File: config.mk
export PLATFORM = sky130hd
export DESIGN_NAME = mdff_bank_flat
export DESIGN_NICKNAME = d
export VERILOG_FILES = /design/src/rtl/mdff_bank_if.sv /design/src/rtl/mdff_bank.sv /design/src/flat_wrapper.sv
export SDC_FILE = /design/constraint.sdc
export NUM_CORES = 1
export LEC_CHECK = 0
export BUFFER_PORTS_ARGS = -buffer_cell sky130_fd_sc_hd__buf_4
export CAP_MARGIN = 40
export CORE_AREA = 3 3 40 42
export DETAILED_ROUTE_END_ITERATION = 8
export DIE_AREA = 0 0 43 45
export GPL_TIMING_DRIVEN = 0
export SKIP_CTS_REPAIR_TIMING = 1
export SLEW_MARGIN = 10
export SYNTH_ARGS = -nofsm -noshare
export SYNTH_HDL_FRONTEND = slang
export SYNTH_SLANG_ARGS = --single-unit
File: constraint.sdc
create_clock -name clk -period 3.33 [get_ports clk]
set_input_delay 0.333 -clock clk [delete_from_list [all_inputs] [get_ports clk]]
set_output_delay 0.333 -clock clk [all_outputs]
set_load 0.03 [all_outputs]
File: src/rtl/mdff_bank_if.sv
// Data and scanchain signals of an mdff_bank. clk and rst are separate ports.
// The master drives D, ce, sr and the scanchain input. The slave returns Q and cfg_o.
interface mdff_bank_if #(
  parameter int WIDTH = 4
);
  logic             cfg_e;
  logic             cfg_i;
  logic             cfg_o;
  logic [WIDTH-1:0] D;
  logic             ce;
  logic             sr;
  logic [WIDTH-1:0] Q;

  modport master (
    output cfg_e, cfg_i, D, ce, sr,
    input  cfg_o, Q
  );

  modport slave (
    input  cfg_e, cfg_i, D, ce, sr,
    output cfg_o, Q
  );
endinterface

File: src/rtl/mdff_bank.sv
// Bank of WIDTH flip-flops sharing one scan-loaded mode word: enable, sync set/reset, DFF or shift mode.
// D to Q takes 1 cycle, and the 6-bit scanchain also takes 1 cycle per bit. There is no backpressure, and Q holds while cfg_e=1.
module mdff_bank #(
  parameter int WIDTH    = 4,
  parameter int CFG_BITS = 6
) (
  input logic        clk,
  input logic        rst,
  mdff_bank_if.slave bus
);

  if (CFG_BITS != 6) begin : g_bad_cfg_bits
    $error("mdff_bank: CFG_BITS must be 6");
  end
  if (WIDTH < 1 || WIDTH > 64) begin : g_bad_width
    $error("mdff_bank: WIDTH must be in 1..64");
  end

  logic [5:0]       cfg_q;
  logic [WIDTH-1:0] q_r;
  logic [WIDTH-1:0] shift_val;
  logic             en_ce, ce_inv, en_sr, sr_inv, sr_set, shift_mode;
  logic             ce_act, sr_act;

  assign {shift_mode, sr_set, sr_inv, en_sr, ce_inv, en_ce} = cfg_q;

  // When a feature is disabled, its polarity and value bits have no effect.
  assign ce_act = en_ce ? (bus.ce ^ ce_inv) : 1'b1;
  assign sr_act = en_sr & (bus.sr ^ sr_inv);

  if (WIDTH == 1) begin : g_shift_one
    assign shift_val = bus.D[0];
  end else begin : g_shift_many
    assign shift_val = {q_r[WIDTH-2:0], bus.D[0]};
  end

  // Update priority: rst, then a config shift that freezes Q, then sr, then ce.
  always_ff @(posedge clk) begin
    if (rst) begin
      cfg_q <= '0;
      q_r   <= '0;
    end else if (bus.cfg_e) begin
      cfg_q <= {cfg_q[4:0], bus.cfg_i};
    end else if (sr_act) begin
      q_r <= {WIDTH{sr_set}};
    end else if (ce_act) begin
      q_r <= shift_mode ? shift_val : bus.D;
    end
  end

  assign bus.Q     = q_r;
  assign bus.cfg_o = cfg_q[5];

endmodule
File: src/flat_wrapper.sv
// flat-port wrapper written by rule: the top's interface ports become plain ports
module mdff_bank_flat 
#(
  parameter int WIDTH    = 4,
  parameter int CFG_BITS = 6
)
  (clk, rst, bus_cfg_e, bus_cfg_i, bus_D, bus_ce, bus_sr, bus_cfg_o, bus_Q);
  mdff_bank_if #(.WIDTH(WIDTH)) bus_i ();
  input logic clk;
  input logic rst;
  input wire logic [$bits(bus_i.cfg_e)-1:0] bus_cfg_e;
  input wire logic [$bits(bus_i.cfg_i)-1:0] bus_cfg_i;
  input wire logic [$bits(bus_i.D)-1:0] bus_D;
  input wire logic [$bits(bus_i.ce)-1:0] bus_ce;
  input wire logic [$bits(bus_i.sr)-1:0] bus_sr;
  output wire logic [$bits(bus_i.cfg_o)-1:0] bus_cfg_o;
  output wire logic [$bits(bus_i.Q)-1:0] bus_Q;
  assign bus_i.cfg_e = bus_cfg_e;
  assign bus_i.cfg_i = bus_cfg_i;
  assign bus_i.D = bus_D;
  assign bus_i.ce = bus_ce;
  assign bus_i.sr = bus_sr;
  assign bus_cfg_o = bus_i.cfg_o;
  assign bus_Q = bus_i.Q;
  mdff_bank #(.WIDTH(WIDTH), .CFG_BITS(CFG_BITS)) u_core (.clk(clk), .rst(rst), .bus(bus_i));
endmodule
==> metrics.txt, run 1 <==
status=finished, final reports clean; proportion of layout cells with a drive suffix above 1=0.403; grt ovf=0; RSZ-0062 raised after global routing=false; setup TNS=0 ns; Synth Register Bits=10; worst-path cell chain=xor2_1 > nand2_2 > a31oi_1 > a2111oi_2; FF-to-FF path depth=4; Syn-to-layout area delta=29.3%; Worst Hold End=u_core.cfg_q[0]$_SDFFE_PP0P_; drt initial violations=6; Pleak=0.342 nW; peak supply drop=0.212 mV; HPWL Detailed=747 microns; routability cong.=0.653; final wirelength=1010 microns; P_sw=69.7 uW; number of global-route vias before repair=382; die width=43 microns; utilization after layout=0.525; Wirelength per Cell=between 10 and 15 microns; Ports=15; drt pass-1 iters=4; max-cap viol count=0; sequential fraction of the synthesis area=0.384; Synth Area per Inst=10.4 sq um; reg-to-reg slack, setup=1.89 ns; Synth Instances=50; Yosys top cell by area=dfxtp_1; area of the core=0.00128 sq mm; Final setup viols=0; Area contributors post-synth=dfxtp_1 (38%), mux2i_1 (19%), a221o_2 (6.5%); critical path type=reg -> reg; Clock Skew=0.00325 ns; Slew @ Worst Pin=0.448 ns; clock power share=0.378; Max clock buf depth=2; fillers=about 120; CP top delay family=compound AO/OA/AOI/OAI gates; Worst Hold Depth=3; worst hold path type=in -> reg; syn_nets=60; Reg area=200 sq um; post-route ant nets=0; max incr delay on CP=around 0.45 ns; crit path time final=1.44 ns; power share of the sequential group=0.452; CP max stage cell=a31oi_1; Tot GR Track Use=0.119; Pwr per Cell Area=approximately 420 mW/mm^2; worst skew pair latency=about 0.26 ns; Die Area=between 0.0015 and 0.002 sq mm; post-synth top area share=0.384; Worst Path Max Fanout=9; initial core utilization=0.406; Pins Over Slew Limit=0; clock-pin slew on the worst setup and hold paths=0.07 ns; critical path buffer and inverter count=0; crit share post-route=0.432; clock root buffer=clkbuf_4; commonest non-fill, non-tap cell in the layout=buf_4; Synth warnings=0; area of the multi-input gates=about 290 sq um; reg2reg end=u_core.bus.Q[0]$_SDFFE_PP0P_; Crit path arrival time=1.56 ns; dpl cell area=638 sq um; I/O Buffers=13; internal power=216 uW; vias after detailed routing=425; Rows=13; Switching Fraction=0.243; initial antenna violation count=0; Die H=45 microns; f_max=between 0.6 and 0.7 GHz; most frequent cells in the layout=buf_4 (14), mux2i_1 (10), dfxtp_1 (10); Synth cell types=17; R2R Path Start=u_core.cfg_q[3]$_SDFFE_PP0P_; post-layout instance area=between 600 and 700 sq um; CTS tree=done; clock sink total=10; area of the mapped netlist=about 520 sq um; Startpoint Class=register; DRC Markers=0; worst rel slew slack=0.700; first-pass GRT wire length=1660 microns; largest net degree at the start of global routing=11; total CTS buffers=3; final hold violation count=0; total power=roughly 290 uW; worst hold start=bus_cfg_i; CP Capture Type=register; htree depth=1; WP data required=3.45 ns; Comb power frac=0.170; ANT cells=0; Net count, final=78; via/cell ratio=5.18
==> cells by family (layout without fill, tap and decap cells) <==
family / Yosys count / count (layout) / share of synthesized area
compound gates: 8 / 8 / 0.134
simple gates: 12 / 12 / 0.132
xor+xnor: 2 / 2 / 0.0336
mux: 13 / 13 / 0.257
flops: 10 / 10 / 0.384
buf+inv: 5 / 22 / 0.0600
==> power by group through the flow <==
stage	combinational (mW)	clock [mW]	sequential, mW
2_1_floorplan	0.0243	0	0.139
3_3_place_gp	0.0489	0	0.132
3_5_place_dp	0.0489	0	0.132
4_1_cts	0.0491	0.114	0.129
5_1_grt	0.0527	0.118	0.130
6_report	0.0488	0.108	0.129
==> per-layer routing <==
| layer | up-vias | routed length [microns] | global-route usage |
|---|---|---|---|
| met1 | 198 | 475 | 0.148 |
| met3 | 2 | 54 | 0.0239 |
| met2 | 9 | 467 | 0.171 |
| met5 | - | 0 | 0 |
| met4 | 0 | 12 | 0.108 |
| li1 | 216 | - | - |
==> flip-flops by register name, summed over array words and instances (netlist names) <==
name / flops
u_core.bus.Q: 4
u_core.cfg_q: 6
==> synthesized netlist by cell type, drive strengths merged <==
cell type,instances
buf,1
inv,3
a21oi,3
and4b,1
nor2,6
xnor2,1
mux2,3
a31oi,1
dfxtp,10
nand2,1
xor2,1
and2b,1
dlymetal6s2s,1
a221o,3
and3,3
mux2i,10
a2111oi,1
==> layout make-up <==
type                    count  share of cell area
inverters                   3              0.0167
well taps                  15              0.0278
repair buffers             13               0.145
clock buffers               4              0.0538
multi-input cells          35               0.430
plain buffers               2              0.0297
flip-flops and latches     10               0.297
==> through the flow <==
step           worst slack (ns)  std cells  hold slack, ns
6_report                   1.89         82           0.304
5_1_grt                    1.79         82           0.333
4_1_cts                    1.86         82           0.293
3_5_place_dp               1.78         78           0.536
3_3_place_gp               1.81         78           0.527
2_1_floorplan              2.08         50           0.480
==> worst min-delay path: cells and delay by family <==
| kind | cells | cell delay, ns |
|---|---|---|
| simple gates | 1 | 0.07 |
| mux | 1 | 0.05 |
| buf+inv | 1 | 0.08 |
==> worst max-delay path by stage <==
stage | depth (start not counted) | endpoint | slack [ns] | from
floorplan | 4 | u_core.bus.Q[0]$_SDFFE_PP0P_ | 2.08 | u_core.cfg_q[3]$_SDFFE_PP0P_
global placement | 5 | u_core.bus.Q[0]$_SDFFE_PP0P_ | 1.81 | bus_sr
detailed placement | 5 | u_core.bus.Q[0]$_SDFFE_PP0P_ | 1.78 | bus_sr
CTS | 4 | u_core.bus.Q[0]$_SDFFE_PP0P_ | 1.86 | u_core.cfg_q[3]$_SDFFE_PP0P_
global route | 4 | u_core.bus.Q[0]$_SDFFE_PP0P_ | 1.79 | u_core.cfg_q[3]$_SDFFE_PP0P_
finish | 4 | u_core.bus.Q[0]$_SDFFE_PP0P_ | 1.89 | u_core.cfg_q[3]$_SDFFE_PP0P_
Note: power is estimated with default switching activity, not from simulation.
==> run 2, diff against run 1 <==
Settings changed: ABC_AREA set to 1.
Clock period 3.33 ns to 1.4 ns, I/O delays scaled along.
==> run 2 against run 1 <==
  * Worst hold slack got worse by 0.20 ns
  * Setup slack got worse by 1.6 ns
  * Clock power rose by 140%
  * Sequential cell count did not move
  * Die area did not move
  * Non-clock buffer count fell by 1
  * Clock skew barely moved
  * Global-route usage fell by 0.46 points
  * Critical path type is now reg -> out
  * Highest routed layer unchanged
==> metrics.txt, run 2 <==
status=finished, final reports clean; Worst Path Max Fanout=8 (-1); Pins Over Slew Limit=0 (unchanged); via/cell ratio=4.41 (-15%); P_sw=203 uW (+190%); htree depth=1 (unchanged); CP top delay family=flip-flops; Tot GR Track Use=0.114 (-0.00456); Synth Area per Inst=6.65 sq um (-36%); vias after detailed routing=481 (+13%); final worst slack=0.336 ns (-1.56 ns); Final setup viols=0 (unchanged); drt pass-1 iters=4 (unchanged); post-layout instance area=666 sq um (-1.3%); max-cap viol count=0 (unchanged); syn_nets=86 (+43%); Max clock buf depth=2 (unchanged); total CTS buffers=3 (unchanged); Syn-to-layout area delta=31.7%; final wirelength=994 microns (-1.6%); Comb power frac=0.204 (+0.034); f_max=0.940 GHz; Area contributors post-synth=dfxtp_1 (40%), nand2_1 (16%), nor2_1 (10%); Synth Instances=76 (+52%); CTS tree=done; most frequent cell after synthesis=nand2_1; initial antenna violation count=0 (unchanged); Place WS=0.415 ns (-1.37 ns); Yosys top cell by area=dfxtp_1; I/O Buffers=14 (+1); grt ovf=0 (unchanged); Switching Fraction=0.278 (+0.0347); clock sink total=10 (unchanged); Die Area=0.00194 sq mm (unchanged); Synth Area in XOR/XNOR=0 (-0.0336); WP data required=1.26 ns (-2.19 ns); area of the mapped netlist=505 sq um (-3.1%); clock-pin slew on the worst setup and hold paths=0.07 ns (about the same); Clock Skew=0.00346 ns (+0.000208 ns); crit path time final=roughly 1.1 ns; worst-path cell chain=buf_4; number of flops mapped to enable cells by yosys=0 (unchanged); Net count, final=105 (+35%); Wirelength per Cell=9.12 microns (-26%); initial core utilization=0.393 (-0.0127); first-pass GRT wire length=1660 microns (unchanged); DRC Markers=0 (unchanged); Die H=45 microns (unchanged); register name with the most flops=u_core.cfg_q; Crit path arrival time=0.92 ns (-0.64 ns); multiplexer area fraction after synthesis=0 (-0.257); CP Capture Type=output port; die width=43 microns (unchanged); setup TNS=0 ns (unchanged); ANT cells=0 (unchanged); HPWL Detailed=728 microns (-2.6%); Startpoint Class=register; dpl cell area=629 sq um (-1.4%); Rows=13 (unchanged); Pleak=0.345 nW (+0.92%); worst rel slew slack=0.841 (+0.141); worst skew pair latency=0.26 ns (about the same); clock root buffer=clkbuf_4; max reg flops=6 (unchanged); internal power=526 uW (+140%); Adder-Cell Fraction of Synth Area=0 (unchanged); CP max stage cell=dfxtp_1; Synth Area in Compound Gates=0.129 (-0.00558); power share of the sequential group=0.444 (-0.008); routability cong.=0.719 (+10%); worst hold path type=in -> reg; clock power share=0.352 (-0.026); Synth cell types=13 (-4); peak supply drop=0.597 mV (+180%); proportion of layout cells with a drive suffix above 1=0.277 (-0.126); largest net degree at the start of global routing=11 (unchanged); number of global-route vias before repair=394 (+3.1%); crit share post-route=0.760; largest family of logic cells by synthesized area=simple AND/OR/NAND/NOR gates; final hold violation count=0 (unchanged); Pwr per Cell Area=1090 mW/mm^2 (+160%); drt initial violations=6 (unchanged); post-synth top area share=0.396 (+0.0123); commonest non-fill, non-tap cell in the layout=nand2_1; most frequent cells in the layout=nand2_1 (22), nor2_1 (14), buf_4 (14); Synth async-reset ratio=0 (unchanged); max incr delay on CP=0.45 ns (about the same); Ports=15 (unchanged); sequential fraction of the synthesis area=0.396 (+0.0123); Synth warnings=0 (unchanged); most frequent cells after synthesis=nand2_1 (22), nor2_1 (14), dfxtp_1 (10); RSZ-0062 raised after global routing=false; critical path type=reg -> out; area of the core=0.00128 sq mm (unchanged); prevailing post-synth register cell=dfxtp_1; critical path buffer and inverter count=1 (+1); post-synthesis simple-gate area fraction=0.371 (+0.239); Synth Register Bits=10 (unchanged); Slew @ Worst Pin=0.239 ns (-0.209 ns); post-route ant nets=0 (unchanged)
-- run 2: changes by cell type after synthesis, sizes merged, moves of 3 or more --
cell   delta
o21ai     +9
and3      -3
nor2      +8
mux2      -3
nand2    +24
a221o     -3
mux2i    -10
inv       +9
-- run 2: cells by family after synthesis --
group                  count (synthesis)
AOI/OAI and AO/OA                     13
DFF                                   10
buffers and inverters                 12
and+or+nand+nor                       41
-- run 2: final timing paths --
kind                                              startpoint                            to  slack [ns]  depth (start not counted)
worst min-delay path                               bus_cfg_i  u_core.cfg_q[0]$_SDFFE_PP0P_        0.10                          3
worst min register to register  u_core.cfg_q[1]$_SDFFE_PP0P_  u_core.cfg_q[2]$_SDFFE_PP0P_        0.48                          2
worst max register to register  u_core.cfg_q[1]$_SDFFE_PP0P_  u_core.bus.Q[2]$_SDFFE_PP0P_        0.40                          9
worst max-delay path            u_core.cfg_q[5]$_SDFFE_PP0P_                     bus_cfg_o        0.34                          1
-- run 2: cell type report --
type | instances | area (sq um)
inverters | 12 | 52.6
clock buffers | 4 | 36.3
repair buffers | 14 | 105
fillers | 144 | 619
flip-flops and latches | 10 | 200
well taps | 15 | 18.8
multi-input cells | 54 | 253
-- run 2: metal layers --
layer	routed length (microns)	up-vias	global-route usage	part of all wire
li1	-	270	-	-
met2	427	8	0.153	0.43
met5	0	-	0	0
met4	9	0	0.0723	0.0091
met1	505	201	0.157	0.51
met3	51	2	0.0359	0.051
-- run 2: per-stage QoR --
step | instances | util | total power, mW | hold slack [ns]
finish | 109 | 0.518 | 0.728 | 0.101
CTS | 109 | 0.518 | 0.740 | 0.0936
global route | 109 | 0.518 | 0.771 | 0.113
global placement | 105 | 0.490 | 0.478 | 0.368
floorplan | 76 | - | 0.423 | 0.229
detailed placement | 105 | 0.490 | 0.479 | 0.372
-- run 2: worst reg2reg max path: stages, from the launching register on --
cell	delay [ns]
dfxtp_1	0.33
inv_2	0.05
nand2_1	0.05
nand2_1	0.04
nor2_1	0.11
nand2_2	0.07
nand2_4	0.10
nand2_1	0.06
nand2_1	0.05
nor2_1	0.04
-- run 2: power by group through the flow --
stage / logic [mW] / registers [mW] / clock network, mW
after floorplan: 0.0723 / 0.350 / 0
after global placement: 0.149 / 0.330 / 0
after detailed placement: 0.149 / 0.330 / 0
after CTS: 0.150 / 0.323 / 0.267
after global routing: 0.167 / 0.325 / 0.278
final: 0.149 / 0.323 / 0.257
